`src/rtl/fetch_ctrl.sv`:
```
// fetch_ctrl: owns the PC, issues single outstanding imem fetches and buffers the returned instruction for decode
module fetch_ctrl #(
  parameter int              XLEN     = 32,
  parameter logic [XLEN-1:0] RESET_PC = '0,
  parameter logic [31:0]     NOP_INSN = 32'h0000_0013
) (
  input  logic            clk_i,
  input  logic            rst_i,
  input  logic            jump_i,
  input  logic            branch_i,
  input  logic            zero_i,
  input  logic [XLEN-1:0] br_pc_i,
  input  logic [XLEN-1:0] imm_i,
  input  logic            stall_i,
  output logic            imem_req_o,
  output logic [XLEN-1:0] imem_addr_o,
  input  logic            imem_gnt_i,
  input  logic            imem_rvalid_i,
  input  logic [31:0]     imem_rdata_i,
  output logic [XLEN-1:0] pc_o,
  output logic            inst_valid_o,
  output logic [31:0]     inst_o,
  output logic [XLEN-1:0] inst_pc_o
);
  typedef enum logic [1:0] {S_BOOT, S_REQ, S_WAIT} state_t;
  state_t          state, state_n;
  logic [XLEN-1:0] pc, pc_n, fetch_pc, fetch_pc_n, inst_pc, inst_pc_n, target;
  logic [31:0]     inst, inst_n;
  logic            kill, kill_n, inst_valid, inst_valid_n;
  logic            req, redir, issue, resp, load, consume;
  // state register
  always_ff @(posedge clk_i or posedge rst_i) begin
    if (rst_i) state <= S_BOOT;
    else       state <= state_n;
  end
  // next state: leave REQ only on an accepted request, leave WAIT only on the response
  always_comb begin
    state_n = state == S_BOOT ? S_REQ :
              state == S_REQ  ? (issue ? S_WAIT : S_REQ) :
                                (imem_rvalid_i ? S_REQ : S_WAIT);
  end
  // request only when the buffer is empty or is being drained this cycle
  always_comb begin
    req = state == S_REQ && (!inst_valid || !stall_i);
  end
  // datapath next values; a redirect wins over stall and over the sequential pc+4 step
  always_comb begin
    redir        = jump_i | (branch_i & zero_i);
    target       = br_pc_i + imm_i;
    issue        = req & imem_gnt_i;
    resp         = state == S_WAIT && imem_rvalid_i;
    load         = resp && !kill && !redir;
    consume      = inst_valid && !stall_i;
    pc_n         = redir ? {target[XLEN-1:2], 2'b00} : load ? pc + XLEN'(4) : pc;
    kill_n       = resp ? 1'b0 : (redir && (state == S_WAIT || issue)) ? 1'b1 : kill;
    fetch_pc_n   = issue ? pc : fetch_pc;
    inst_valid_n = redir ? 1'b0 : load ? 1'b1 : consume ? 1'b0 : inst_valid;
    inst_n       = redir ? NOP_INSN : load ? imem_rdata_i : consume ? NOP_INSN : inst;
    inst_pc_n    = load ? fetch_pc : inst_pc;
  end
  // datapath registers
  always_ff @(posedge clk_i or posedge rst_i) begin
    if (rst_i) begin
      pc         <= RESET_PC;
      kill       <= 1'b0;
      fetch_pc   <= '0;
      inst_valid <= 1'b0;
      inst       <= NOP_INSN;
      inst_pc    <= '0;
    end else begin
      pc         <= pc_n;
      kill       <= kill_n;
      fetch_pc   <= fetch_pc_n;
      inst_valid <= inst_valid_n;
      inst       <= inst_n;
      inst_pc    <= inst_pc_n;
    end
  end
  assign imem_req_o   = req;
  assign imem_addr_o  = pc;
  assign pc_o         = pc;
  assign inst_valid_o = inst_valid;
  assign inst_o       = inst;
  assign inst_pc_o    = inst_pc;
endmodule

```
`config.mk`:
```
export PLATFORM = sky130hd
export DESIGN_NAME = fetch_ctrl
export DESIGN_NICKNAME = d
export VERILOG_FILES = /design/src/rtl/fetch_ctrl.sv
export SDC_FILE = /design/constraint.sdc
export NUM_CORES = 1
export LEC_CHECK = 0
export ABC_AREA = 1
export BUFFER_PORTS_ARGS = -buffer_cell sky130_fd_sc_hd__buf_2
export CAP_MARGIN = 25
export CORE_MARGIN = 4
export CORE_UTILIZATION = 48
export CTS_CLUSTER_DIAMETER = 100
export DETAILED_ROUTE_END_ITERATION = 16
export HOLD_SLACK_MARGIN = 0.03
export PLACE_DENSITY = 0.87
export SETUP_SLACK_MARGIN = 0.2
export SYNTH_ARGS = -nofsm -noshare
export SYNTH_HDL_FRONTEND = slang
export SYNTH_SLANG_ARGS = --single-unit
```
`constraint.sdc`:
```
create_clock -name clk_i -period 3.65 [get_ports clk_i]
set_input_delay 0.5475 -clock clk_i [delete_from_list [all_inputs] [get_ports clk_i]]
set_output_delay 0.5475 -clock clk_i [all_outputs]
set_load 0.05 [all_outputs]
```
Word-level counts from Yosys, hierarchy flattened:

Index checks and enable logic that the tools add are counted.

* word-level logic and storage cells: 44
* output and inout port bits: 130
* register bits: 132
* input port bits: 104

* reduce and logical (&&, ||, !) cells: 16
* bitwise operators: 3
* multiplexer cells: 14
* equality and inequality tests: 2
* add/subtract/negate cells: 2

Operators with widths (number)
* 32-bit 2-to-1 mux: 5
* 32-bit by 3-bit adder with 32-bit output, second input constant: 1
* 32-bit adder: 1
* 2-bit 2-to-1 mux: 4
* 1-bit logical AND: 6
* 1-bit 2-to-1 mux: 5
* 1-bit logical NOT: 4
* 2-bit nonzero test: 2
* 3-bit nonzero test: 1
* 1-bit bitwise AND: 2
* 2-bit by 1-bit == test with 1-bit output, second input constant: 1
* 2-bit == test, second input constant: 1
* 2-bit logical NOT: 1
* 1-bit logical OR: 2
* 1-bit bitwise OR: 1

Longest topological paths before layout:

Gate-level depths: netlist of run 1.

* depth in word-level cells: 8
* depth in mapped cells: 15
* gate-level depth less buffers: 15

Least setup slack after synthesis of run 1:

Ideal clock, no wire load.

* kind: flip-flop to flip-flop
* start point: register inst_valid, in the netlist inst_valid_o
* end point: register fetch_pc[21]
* data arrival time: 1.839 ns
* stages on the path, launching flop included: 8
* data required time: 3.520 ns
* path slack: 1.681 ns
* path buffers: 2
* library setup time: 0.130 ns
* clock period less this slack: 1.969 ns
* path through: dfrtp_1 > nand2_1 > and3_1 > nand2_1 > buf_2 > buf_2 > nand2_1 > o21ai_0

* cells in the longest elaborated chain, start to end: 4

Ends and longest elaborated chain
* start: declaration: line 29 `logic kill, kill_n, inst_valid, inst_valid_n;`
* start signal: assignment: line 74 `inst_valid <= inst_valid_n;`
* 1-bit logical NOT: line 44 `req = state == S_REQ && (!inst_valid || !stall_i);`
* 1-bit logical OR: line 44
* 1-bit logical AND: line 44
* named net imem_req_o: line 15 `output logic imem_req_o,`
* 1-bit bitwise AND: line 50 `issue = req & imem_gnt_i;`
* end signal: assignment: line 73 `fetch_pc <= fetch_pc_n;`
* end: declaration: line 27 `logic [XLEN-1:0] pc, pc_n, fetch_pc, fetch_pc_n, inst_pc, inst_pc_n, target;`

The timed path passes the listed nets, and every way through them passes these cells.
A chain may end at the register's enable or synchronous reset.

Final worst setup path of run 1:

* start point: input port zero_i
* end point: register inst[27], in the netlist inst_o[27]

* cells in the longest elaborated chain, start to end: 6
* elaborated cells on any way between the ends: 7
* classes of those cells: mux: 2; bitwise: 2; reduce/logical: 3

Ends and longest elaborated chain
* start: declaration: line 11 `input logic zero_i,`
* 1-bit bitwise AND *: line 48 `redir = jump_i | (branch_i & zero_i);`
* 1-bit bitwise OR *: line 48
* 1-bit logical NOT: line 52 `load = resp && !kill && !redir;`
* 1-bit logical AND: line 52
* 32-bit 2-to-1 mux (2 in series): line 58 `inst_n = redir ? NOP_INSN : load ? imem_rdata_i : consume ? NOP_INSN : inst;`
* end signal: assignment: line 75 `inst <= inst_n;`
* end: declaration: line 28 `logic [31:0] inst, inst_n;`

Every way passes the cells marked *; elsewhere a longest branch is shown, timed or not.

==> results of run 1 <==
[power by group]
group	switching, mW	total [mW]	internal [mW]
Combinational	1.95	2.58	0.629
Clock	0.594	1.62	1.02
Sequential	0.317	2.11	1.79
[cell type report]
cell class / count / area, um2 / share of cell area [%]
multi-input combinational: 833 / 4086 / 40.81
sequential: 126 / 3157 / 31.53
timing repair buffer: 235 / 1209 / 12.07
inverter: 185 / 703.2 / 7.023
clock buffer: 23 / 498.0 / 4.974
tap: 220 / 275.3 / 2.749
clock inverter: 9 / 83.83 / 0.8373
[state kept, by name, summed over array words and instances (netlist names)]
signal        flops
inst_valid_o      1
kill              1
inst_o           32
state             2
inst_pc_o        30
fetch_pc         30
imem_addr_o      30
[metal layers]
layer | GRT usage (%) | vias up
met1 | 31.56 | 3810
met5 | 0 | -
met4 | 7.241 | 0
met2 | 42.11 | 332
met3 | 4.700 | 36
li1 | - | 4151
[tightest hold or removal path, stage by stage]
cell	delay, ps
buf_2	110
clkinvlp_4	70
buf_12	460
[metrics by stage]
| step | util (%) | cell area (um2) | std cells |
|---|---|---|---|
| 2_1_floorplan | - | 8356 | 1208 |
| 3_3_place_gp | 56.07 | 9430 | 1599 |
| 3_5_place_dp | 56.07 | 9430 | 1599 |
| 4_1_cts | 59.53 | 10010 | 1631 |
| 5_1_grt | 59.53 | 10010 | 1631 |
| 6_report | 59.53 | 10010 | 1631 |
[placed cells by master (no fill, tap or decap), types with 4 or more instances in the layout]
| cell | n |
|---|---|
| nand3_1 | 71 |
| buf_2 | 227 |
| o22ai_1 | 5 |
| xor2_1 | 9 |
| a22o_1 | 29 |
| clkinvlp_4 | 5 |
| nor2_1 | 80 |
| a31oi_1 | 7 |
| o21ai_0 | 46 |
| nand3b_1 | 5 |
| buf_4 | 7 |
| a21oi_1 | 38 |
| inv_1 | 177 |
| ha_1 | 31 |
| and2_1 | 7 |
| nand2_1 | 434 |
| dfrtp_1 | 123 |
| clkbuf_16 | 17 |
| inv_2 | 5 |
| clkbuf_8 | 5 |
| nand4_1 | 18 |
| conb_1 | 6 |
| nor3_1 | 13 |
| nor2_2 | 4 |
[cell families (layout without fill, tap and decap cells)]
family          after synthesis  in the layout  share of synthesized area [%]
other cells                   1              6                        0.04500
simple gates                645            645                          32.33
fa+ha+maj                    31             31                          4.655
buf+inv                     249            452                          13.30
flops                       126            126                          37.88
xor+xnor                      9              9                         0.9460
compound gates              139            139                          10.44
mux                           3              3                         0.4054
[worst max path at each step]
| stage | to | from | slack, ps | depth (start not counted) |
|---|---|---|---|---|
| 2_1_floorplan | fetch_pc[10] | rst_i | 1550 | 1 |
| 3_3_place_gp | inst_o[28] | zero_i | 1290 | 7 |
| 3_5_place_dp | inst_o[17] | zero_i | 1210 | 7 |
| 4_1_cts | inst_o[17] | zero_i | 1620 | 7 |
| 5_1_grt | inst_pc_o[19] | zero_i | 1470 | 8 |
| 6_report | inst_o[27] | zero_i | 1590 | 7 |
==> results.toml, run 1 <==
[status]
outcome = "finished, final reports clean"

[timing]
finalCriticalPeriod_ps = 2056
rsz0062_at_grt = "no"
setup_ws_ps = 1594
fin_hold_ws_ps = 311.9
timing.fmax_mhz = 486.5
slew_viol_final = 0
tightest_slew_ps = 899.9
relSlewSlack_pct = 39.86
clock_skew_ps = 7.754
setup_tns_ps = 0
layout_worst_path_cycle_share_pct = 56.32
finalHoldViolCount = 0
finalSetupViolCount = 0

[setup_path]
path_class = "input port to register"
critPathTopFamily = "buffers and inverters"
crit_required_ps = 3990
crit_chain = "buf_2, a21oi_2, buf_4, nand2_2, inv_2, buf_4, a22o_1"
cpMostUsedCell = "buf_4"
end_kind = "register"
arrival_ps = 2390
critPathLaunchType = "input port"
cpPeakStageDelay_ps = 480
ff2ff_setup_slack_ps = 1680
cp_max_fo = 45
cp_slowest_cell = "buf_4"
r2r-start = "state[0]"
critPathBufInv = 4
r2r_cells = 7
r2r_end = "inst_o[27]"

[clocking]
clock_latency_ps = 410
clock_path_buffers = 2
cts.sinks = 126
cts-root-buf = "clkbuf_16"
postCtsHoldBufs = 0
cts_inserted_buffers = 17
post_cts_resized = 0
cts_tree = "done"
cts.clk_slew.worst_paths_ps = 50
post_cts_buffers = 0
htreeDepth = 4

[routing]
drt-pass1-iter-count = 4
highest_layer = "met4"
routed_via_density = 5.107
wl_met3_um = 1851
met2_length_um = 11510
wl_met1_um = 10230
wl_per_cell_um = 14.74
drc_errors = 0
vias = 8329
wl_um = 24030
ant_nets = 0
first_iter_violations = 536

[floorplanning]
start_util_pct = 49.55
die_height_um = 139.8
die-area_um2 = 19530
core_um2 = 16820
core.rowCount = 47
io_pins = 234
fp.dieW_um = 139.8

[finish]
layout-drive-gt1-share_pct = 20.98
fill_cells = 1583
areaGrowthSynthToFinish_pct = 20.15
nets = 1533
antennaDiodeCount = 0

[yosys]
synth_edf_count = 0
synthFlopType = "dfrtp_1"
synth_area_leaders = "dfrtp_1 (37%), nand2_1 (20%), inv_1 (8.0%)"
synthCells = 1203
ys_warn_count = 0
synth_most_common_cell = "nand2_1"
synth.avg_cell_area_um2 = 6.927
async_flop_share_pct = 100.0
yosysTopAreaCellShare_pct = 36.94
synth_common_cells = "nand2_1 (434), inv_1 (178), dfrtp_1 (123), nor2_1 (80), nand3_1 (71)"
ys_seq_elements = 126
yosysSeqAreaShare_pct = 37.88
ys_types = 44
synth_top_area_cell = "dfrtp_1"
syn_area_um2 = 8333

[placement]
place.gp.congestion = 0.9568
dpl.hpwl_um = 18760
port_buffers = 227
dpl_worst_slack_ps = 1213

[global_route]
grt_usage_pct = 24.54
grt_max_degree = 127
grt_first_pass_wirelength_um = 39490
grt_overflow = 0
antenna_found_initial = 0
grt_pass1_vias = 7997

[power_and_ir_drop]
leakagePower_nw = 5.866
pwr_density_cell_nw_per_um2 = 630.1
finalPower_mw = 6.309
ir_drop_mv = 0.5698

[job]
maxCapViolCount = 0

[hold_path]
hold_class = "input port to async pin"
Power figures use the tool's default switching activity.
==> run 2, diff against run 1 <==
- clock period: 3.65 -> 1.8 ns (I/O delays scaled with it)
==> run 2 against run 1 <==
  * First-iteration DRC count is 6.2% lower
  * Clock power is 120% higher
  * Worst setup slack lost 1500 ps
  * Largest power group unchanged
==> results.toml, run 2 (synthesis results as in run 1) <==
[timing]
fin_hold_ws_ps = 93.35
finalSetupViolCount = 0
clock_skew_ps = 11.73
finalCriticalPeriod_ps = 1691
rsz0062_at_grt = "yes"
slew_viol_final = 0
finalHoldViolCount = 0
setup_tns_ps = 0
layout_worst_path_cycle_share_pct = 93.92
timing.fmax_mhz = 591.5

[floorplanning]
start_util_pct = 49.55
io_pins = 234
core.rowCount = 47
fp.dieW_um = 139.8
die-area_um2 = 19530
die_height_um = 139.8
core_um2 = 16820

[placement]
place.gp.congestion = 0.9132
dpl.hpwl_um = 19860
port_buffers = 227

[clocking]
cts-root-buf = "clkbuf_16"
cts.clk_slew.worst_paths_ps = 60
clock_latency_ps = 410
cts.sinks = 126
cts_tree = "done"
htreeDepth = 4
cts_inserted_buffers = 17
clock_path_buffers = 2

[finish]
nets = 1624
final_common_cell = "nand2_1"
layout-drive-gt1-share_pct = 28.56
layout_common_cells = "nand2_1 (429), buf_2 (222), inv_1 (174), dfrtp_1 (113), buf_4 (90)"
areaGrowthSynthToFinish_pct = 32.58
antennaDiodeCount = 0
largest_register_ffs = 32

[power_and_ir_drop]
power_frac_seq_pct = 30.7
swShare_pct = 44.45
pwr_density_cell_nw_per_um2 = 1248
ir_drop_mv = 1.096
power_switching_mw = 6.130
power_frac_clock_pct = 26.4
p_comb_share_pct = 42.9
leakagePower_nw = 6.375
power.internal_mw = 7.661

[routing]
wl_per_cell_um = 15.12
vias = 8686
ant_nets = 0
wl_um = 26030
first_iter_violations = 503
drt-pass1-iter-count = 5
drc_errors = 0
routed_via_density = 5.044

[status]
outcome = "finished, final reports clean"

[global_route]
grt_usage_pct = 26.07
antenna_found_initial = 0
grt_first_pass_wirelength_um = 41420
grt_overflow = 0
grt_max_degree = 93
grt_pass1_vias = 8216

[setup_path]
critPathLaunchType = "register"
crit_required_ps = 2110
cp_max_fo = 6
arrival_ps = 2000
path_class = "register to register"
r2r_cells = 8
end_kind = "register"

[hold_path]
hold_class = "input port to register"
holdPathStages = 2

[job]
maxCapViolCount = 0
-- run 2: cell count changes in the layout (fill, tap and decap cells not counted), moves of 6 or more --
cell     delta
nand3_1     -8
buf_4      +83
buf_6       +6
nand3_2     +7
dfrtp_1    -10
nor2_1      -9
dfrtp_2    +10
-- run 2: final timing paths --
kind | from | end | slack (ps)
max | imem_addr_o[14] | imem_addr_o[27] | 110
min | imem_rdata_i[30] | inst_o[30] | 90
max reg2reg | imem_addr_o[14] | imem_addr_o[27] | 110
min reg2reg | fetch_pc[18] | inst_pc_o[18] | 470
max in group asynchronous | rst_i | imem_addr_o[10] | 840
min in group asynchronous | rst_i | inst_o[21] | 540
-- run 2: routing by layer --
metal  part of all wire (%)  vias to the layer above  global-route usage [%]
met1                     43                     3910                   33.68
met5                      0                        -                       0
met4                    2.5                        0                   9.179
met2                     47                      378                   43.66
li1                       -                     4353                       -
met3                    7.7                       45                   5.249
-- run 2: metrics by stage --
step | cells | total power, mW | util, % | setup slack [ps] | cell area (um2)
floorplan | 1208 | 8.309 | - | -123.6 | 8361
global placement | 1671 | 9.742 | 59.61 | -160.8 | 10030
detailed placement | 1671 | 9.870 | 59.61 | -185.9 | 10030
CTS | 1714 | 13.65 | 64.39 | 71.78 | 10830
global route | 1722 | 14.52 | 65.69 | 15.64 | 11050
finish | 1722 | 13.79 | 65.69 | 109.4 | 11050
-- run 2: timing repair --
item	CTS	global route
endpoints found under the setup margin	57	96
endpoints found under the hold margin	39	0
gates resized for setup	18	52
hold buffers	1	0
setup buffers	9	8
gates cloned	1	0
pin swaps	11	15
-- run 2: final cells by class --
type,count,area [um2]
clock buffers,17,425.4
inverters,185,710.7
multi-input cells,833,4243
clock inverters,15,207.7
fillers,1452,5771
well taps,220,275.3
flip-flops and latches,126,3169
repair buffers,326,2017
-- run 2: power by group through the flow --
stage / clock (mW) / sequential (mW) / combinational, mW
global placement: 0 / 4.21 / 5.53
CTS: 3.70 / 4.21 / 5.74
detailed placement: 0 / 4.25 / 5.62
finish: 3.64 / 4.24 / 5.91
global route: 3.82 / 4.35 / 6.35
floorplan: 0 / 5.73 / 2.58
-- run 2: worst max-delay path: stages, from the launching register on --
cell,delay (ps)
dfrtp_1,390
buf_4,160
nand4_1,230
nor3_4,420
nand3_1,120
nand2_1,90
nand3_2,80
nand2_1,60
inv_1,30
